`config.mk`:
```
export PLATFORM = sky130hd
export DESIGN_NAME = regfile_write_arbiter
export DESIGN_NICKNAME = d
export VERILOG_FILES = /design/src/rtl/regfile_write_arbiter.sv
export SDC_FILE = /design/constraint.sdc
export NUM_CORES = 1
export LEC_CHECK = 0
export CELL_PAD_IN_SITES_DETAIL_PLACEMENT = 1
export CELL_PAD_IN_SITES_GLOBAL_PLACEMENT = 2
export CORE_MARGIN = 2
export CORE_UTILIZATION = 34
export DETAILED_ROUTE_END_ITERATION = 12
export PLACE_DENSITY_LB_ADDON = 0.05
export REMOVE_ABC_BUFFERS = 1
export SLEW_MARGIN = 5
export SYNTH_ARGS = -nofsm -noshare
export SYNTH_HDL_FRONTEND = slang
export SYNTH_SLANG_ARGS = --single-unit
```
`constraint.sdc`:
```
create_clock -name clock -period 7.5 [get_ports clock]
set_clock_uncertainty 0.1 [all_clocks]
set_input_delay 0.75 -clock clock [delete_from_list [all_inputs] [get_ports clock]]
set_output_delay 0.75 -clock clock [all_outputs]
set_load 0.02 [all_outputs]
```
`src/rtl/regfile_write_arbiter.sv`:
```
// Register file write-port arbiter: merges pipeline writeback (fixed priority) with
// buffered multdiv results, and tracks which registers still await a multdiv write.
module regfile_write_arbiter #(
    parameter int DEPTH    = 2,
    parameter int NUM_REGS = 32
) (
    input  logic                clock,
    input  logic                ctrl_reset,
    input  logic                wb_valid,
    input  logic [4:0]          wb_reg,
    input  logic [31:0]         wb_data,
    input  logic                md_issue,
    input  logic [4:0]          md_issue_reg,
    input  logic                md_valid,
    input  logic [4:0]          md_reg,
    input  logic [31:0]         md_data,
    output logic                md_ready,
    output logic                ctrl_writeEnable,
    output logic [4:0]          ctrl_writeReg,
    output logic [31:0]         data_writeReg,
    output logic [NUM_REGS-1:0] pending_mask,
    output logic [1:0]          fifo_count
);

    localparam int              PW       = (DEPTH > 1) ? $clog2(DEPTH) : 1;
    localparam int              ENTRIES  = 1 << PW;
    localparam logic [1:0]      DEPTH_C  = 2'(DEPTH);
    localparam logic [PW-1:0]   LAST_PTR = PW'(DEPTH - 1);
    localparam logic [NUM_REGS-1:0] ONE  = NUM_REGS'(1);

    logic [4:0]          fifo_reg  [ENTRIES];
    logic [31:0]         fifo_data [ENTRIES];
    logic [PW-1:0]       head, tail;
    logic [1:0]          count;
    logic [NUM_REGS-1:0] pending;

    logic                md_accept;
    logic                fifo_empty;
    logic                sel_valid;
    logic                sel_from_md;
    logic [4:0]          sel_reg;
    logic [31:0]         sel_data;
    logic                enq;
    logic                deq;
    logic [NUM_REGS-1:0] clr_mask;
    logic [NUM_REGS-1:0] set_mask;

    function automatic logic [PW-1:0] next_ptr(input logic [PW-1:0] p);
        return (p == LAST_PTR) ? '0 : p + PW'(1);
    endfunction

    // Handshake: a multdiv result transfers on a cycle where md_valid && md_ready;
    // md_ready depends only on FIFO occupancy, and the source holds md_reg/md_data
    // stable until the transfer happens.
    assign md_ready   = (count < DEPTH_C);
    assign md_accept  = md_valid && md_ready;
    assign fifo_empty = (count == 2'd0);

    always_comb begin
        sel_valid   = 1'b0;
        sel_from_md = 1'b0;
        sel_reg     = '0;
        sel_data    = '0;
        enq         = 1'b0;
        deq         = 1'b0;
        if (wb_valid) begin
            sel_valid = 1'b1;
            sel_reg   = wb_reg;
            sel_data  = wb_data;
            enq       = md_accept;
        end else if (!fifo_empty) begin
            sel_valid   = 1'b1;
            sel_from_md = 1'b1;
            sel_reg     = fifo_reg[head];
            sel_data    = fifo_data[head];
            deq         = 1'b1;
            enq         = md_accept;
        end else if (md_accept) begin
            sel_valid   = 1'b1;
            sel_from_md = 1'b1;
            sel_reg     = md_reg;
            sel_data    = md_data;
        end
    end

    // A clear and a set to the same register in one cycle leave the bit set.
    assign clr_mask = (sel_from_md && sel_reg != 5'd0) ? (ONE << sel_reg) : '0;
    assign set_mask = (md_issue && md_issue_reg != 5'd0) ? (ONE << md_issue_reg) : '0;

    always_ff @(posedge clock) begin
        if (!ctrl_reset) begin
            head             <= '0;
            tail             <= '0;
            count            <= '0;
            pending          <= '0;
            ctrl_writeEnable <= 1'b0;
            ctrl_writeReg    <= '0;
            data_writeReg    <= '0;
            for (int i = 0; i < ENTRIES; i++) begin
                fifo_reg[i]  <= '0;
                fifo_data[i] <= '0;
            end
        end else begin
            if (enq) begin
                fifo_reg[tail]  <= md_reg;
                fifo_data[tail] <= md_data;
                tail            <= next_ptr(tail);
            end
            if (deq) begin
                head <= next_ptr(head);
            end
            count   <= count + 2'(enq) - 2'(deq);
            pending <= (pending & ~clr_mask) | set_mask;
            // Register 0 writes are consumed but never reach the regfile.
            ctrl_writeEnable <= sel_valid && (sel_reg != 5'd0);
            if (sel_valid && sel_reg != 5'd0) begin
                ctrl_writeReg <= sel_reg;
                data_writeReg <= sel_data;
            end
        end
    end

    assign pending_mask = pending;
    assign fifo_count   = count;

endmodule

```
Yosys cells after proc, flatten, opt, wreduce, memory -nomap -nowiden
Memory sizes are Yosys's and may differ from the RTL's. A register that Yosys moved wholly into a read port is not among the register bits.
Cells that the tools add are included.
Storage, ports and cells
  register bits after elaboration: 74
  latch bits: 0
  bits in writable memories: 74
  memory bits (read-only): 0
  word-level logic and storage cells: 60
  memories kept: 2
Memories
  fifo_data: depth 2, bits a word 32, rd ports 1, clocked after Yosys merged registers in 1, write ports 2, line 32  | logic [31:0] fifo_data [ENTRIES];
  fifo_reg: depth 2, bits a word 5, rd ports 1, clocked after Yosys merged registers in 1, write ports 2, line 31  | logic [4:0] fifo_reg [ENTRIES];
Cells by class
  add/sub/neg operators: 4
  $mul: 0
  div/mod/pow operators: 0
  order comparisons: 1
  eq/ne operators: 0
  shift operators: 2
  multiplexer cells: 32
  bitwise operators: 3
  reductions and logical operators: 9
Operator list (number)
  32-bit two-way mux: 6
  1-bit by 5-bit << shifter with 32-bit output (first input constant): 2
  32-bit AND: 1
  32-bit NOT: 1
  32-bit bitwise OR: 1
  32-bit OR reduction: 1
  1-bit two-way mux: 22
  5-bit two-way mux: 4
  5-bit nonzero test: 2
  5-bit OR reduction: 1
  1-bit logical AND: 4
  1-bit adder (second input constant): 2
  2-bit by 1-bit adder with 2-bit output: 1
  2-bit logical NOT: 1
  2-bit < comparator (second input constant): 1
  2-bit by 1-bit subtractor with 2-bit output: 1

Longest topological paths before layout
  depth after elaboration: 11
  mapped depth: 9

Least setup slack after synthesis
No wires, ideal clock.
  path kind: input to register
  start point: input md_valid
  end point: memory fifo_data[1][0], enable pin
  data arrival time: 3.921 ns
  required time: 6.917 ns
  setup slack: 2.997 ns
  cell stages on the path: 4
  buffers on the path: 1
  path through: buf_2 -> nor2b_1 -> o21ai_1 -> o21ai_0
RTL lines
  start, declared: line 14  | input logic md_valid,
  end, declared: line 32

Final worst setup path
  start point: input md_valid
  end point: register data_writeReg[2]
Between the ends
  word-level cells in the longest chain between the ends: 6
RTL lines
  1-bit logical AND (*): line 56  | assign md_accept = md_valid && md_ready;
  5-bit two-way mux: line 78  | end else if (md_accept) begin
  5-bit two-way mux: line 71  | end else if (!fifo_empty) begin
  5-bit two-way mux: line 66  | if (wb_valid) begin
  5-bit nonzero test: line 116  | if (sel_valid && sel_reg != 5'd0) begin
  1-bit logical AND: line 116
  end signal, assigned: line 118  | data_writeReg <= sel_data;
  end, declared: line 20  | output logic [31:0] data_writeReg,
Every way passes the cells marked *; elsewhere a longest branch is shown, timed or not.
A chain may end at the register's enable or synchronous reset.

==> impl_metrics.ini <==
[layout]
layout-drive-gt1-share_pct = 7.351
seq_area_um2 = 3725
multi_input_area_um2 = 3354
final_nets = 930
utilization_pct = 45.95
top_register = fifo_data
largest_reg_flops = 64
area.growth.synth_to_final_pct = 32.48
fin_cells = 1133
nFillCells = 2301

[floorplan]
ios = 157
core_area_um2 = 21090
dieArea_um2 = 22700
dieHeight_um = 150.7
fp.dieW_um = 150.7
std_cell_rows = 53
start_util_pct = 34.69

[route]
wl_met2_um = 10660
drt-wirelength-per-cell_um = 19.18
vias = 5930
highest_layer = met4
avgViaCountPerCell = 5.234
wl_met1_um = 10020
ant_nets = 0
drc = 0
wl_met3_um = 781
drt-total-wl_um = 21730
drt-initial-drc-count = 255
dr.pass1.iters = 4

[setup_path]
worst-path-max-fanout = 39
startpoint_type = input pin
required_ps = 7720
cp-startpoint = md_valid
r2r-end = data_writeReg[2]$_SDFFE_PN0P_
r2r_slack_ps = 4050
critical_path_class = in -> reg
crit_arrival_ps = 3860
reg2regPathDepth = 6
worstSetupEndpointType = flip-flop

[logic_synthesis]
syn-cell-area_um2 = 7315
synth_commonest_cells = and2_1, dfxtp_1, edfxtp_1
syn_avg_cell_area_um2 = 10.23
synth_seq_cells = 149
yosysSeqAreaShare_pct = 50.91
synthTopCellsByArea = edfxtp_1, dfxtp_1, mux2i_1
synthFlopType = dfxtp_1
yosysUniqueCellTypes = 60
synth-async-reset-ratio_pct = 0
synthCells = 715
synth_top_cell_area_share_pct = 30.38
synth_top_area_cell = edfxtp_1
synth_edf_count = 74
ys_warn_count = 0

[clock_tree]
clock_path_buffers = 2
clk_pin_slew_worst_paths_ps = 60
h-tree-depth = 4
cts_sinks = 149
cts_resized = 0
cts_buffers = 17
cts_root_buf = clkbuf_16
cts_tree = built
post-cts-setup-buffers = 0
cts_hold_buf = 0
clock_latency_ps = 430

[power_and_ir_drop]
finalPower_uw = 2665
vdd_drop_max_mv = 0.2232
leakage_uw = 0.003509
power_density_nw_per_um2 = 275.0

[run_status]
status = complete, no violations

[timing]
fin_crit_ps = 3639
slew_headroom_pct = 21.27
fin_crit_sh_pct = 48.52
hold_violations = 0
setup_violations = 0
fmax_mhz = 274.8
slew_violations = 0
tightest_slew_ps = 1177
finalSetupTns_ps = 0
grt_setup_unrepaired = false

[global_route]
track_usage_pct = 19.74
overflow = 0
grt_pass1_vias = 6433
grt_max_degree = 69
grt_pass1_wl_um = 34220
antenna_found_initial = 1

[flow_run]
cap_violations = 0

[worst_hold_path]
hold_path.class = reg -> reg
worstHoldEndpoint = data_writeReg[16]$_SDFFE_PN0P_
holdPathStages = 2
hp-start = data_writeReg[16]$_SDFFE_PN0P_

[place]
gp_congestion = 0.8296
place_hpwl_um = 14500
place_inst = 1100
io_buffers = 156
[cells by family (layout without fill, tap and decap cells)]
family,Yosys count,count (layout),synth area share [%]
mux,69,69,9.613
fa+ha+maj,2,2,0.3421
other cells,0,1,0
compound gates,142,142,13.31
flops,149,149,50.91
buf+inv,61,203,3.746
xor+xnor,4,4,0.4790
simple gates,288,288,21.60
[layer usage]
layer | vias up | global-route usage (%)
li1 | 2848 | -
met1 | 2936 | 25.58
met2 | 124 | 33.61
met3 | 22 | 3.788
met4 | 0 | 5.607
met5 | - | 0
[cells in the final DEF (no fill, tap or decap), types with 11 or more instances in the layout]
cell type	instances
dfxtp_1	74
nand2_1	57
clkbuf_16	19
a21oi_1	17
clkdlybuf4s50_1	153
edfxtp_1	74
o211ai_1	34
nand3_1	41
and2_1	75
nor2_1	28
mux2i_1	68
o21ai_0	47
buf_4	11
nand2b_1	37
[layout make-up]
type	instances	area share (%)
inverter	5	0.1937
tap	275	3.551
multi-input combinational	505	34.62
clock inverter	10	1.291
clock buffer	22	5.126
sequential	149	38.44
antenna	1	0.02582
timing repair buffer	166	16.76
[through the flow]
step	setup WS, ps	cell area (um^2)	hold WS [ps]
2_1_floorplan	3166	7059	381.2
3_3_place_gp	3424	9066	343.5
3_5_place_dp	3352	9066	356.3
4_1_cts	3783	9688	367.8
5_1_grt	3653	9691	384.8
6_report	3861	9691	360.5
[worst max path at each step]
stage	end	slack, ps	depth (start not counted)
CTS	data_writeReg[2]$_SDFFE_PN0P_	3780	6
global placement	data_writeReg[3]$_SDFFE_PN0P_	3420	6
global route	data_writeReg[28]$_SDFFE_PN0P_	3650	6
floorplan	fifo_data[1][0]$_SDFFCE_PN0P_	3170	3
finish	data_writeReg[2]$_SDFFE_PN0P_	3860	6
detailed placement	data_writeReg[2]$_SDFFE_PN0P_	3350	6
[worst max-delay path: stages]
cell      delay (ps)
buf_2            640
or4b_4           590
o221ai_4         510
nor4_4           140
nand2_2          870
mux2i_1          300
[where the power goes]
group	switching, uW	total, uW	internal, uW	leakage, uW
Clock	330	898	568	0.000305
Combinational	430	736	306	0.00181
Sequential	58.1	1030	973	0.00139
(Power assumes the default switching activity.)
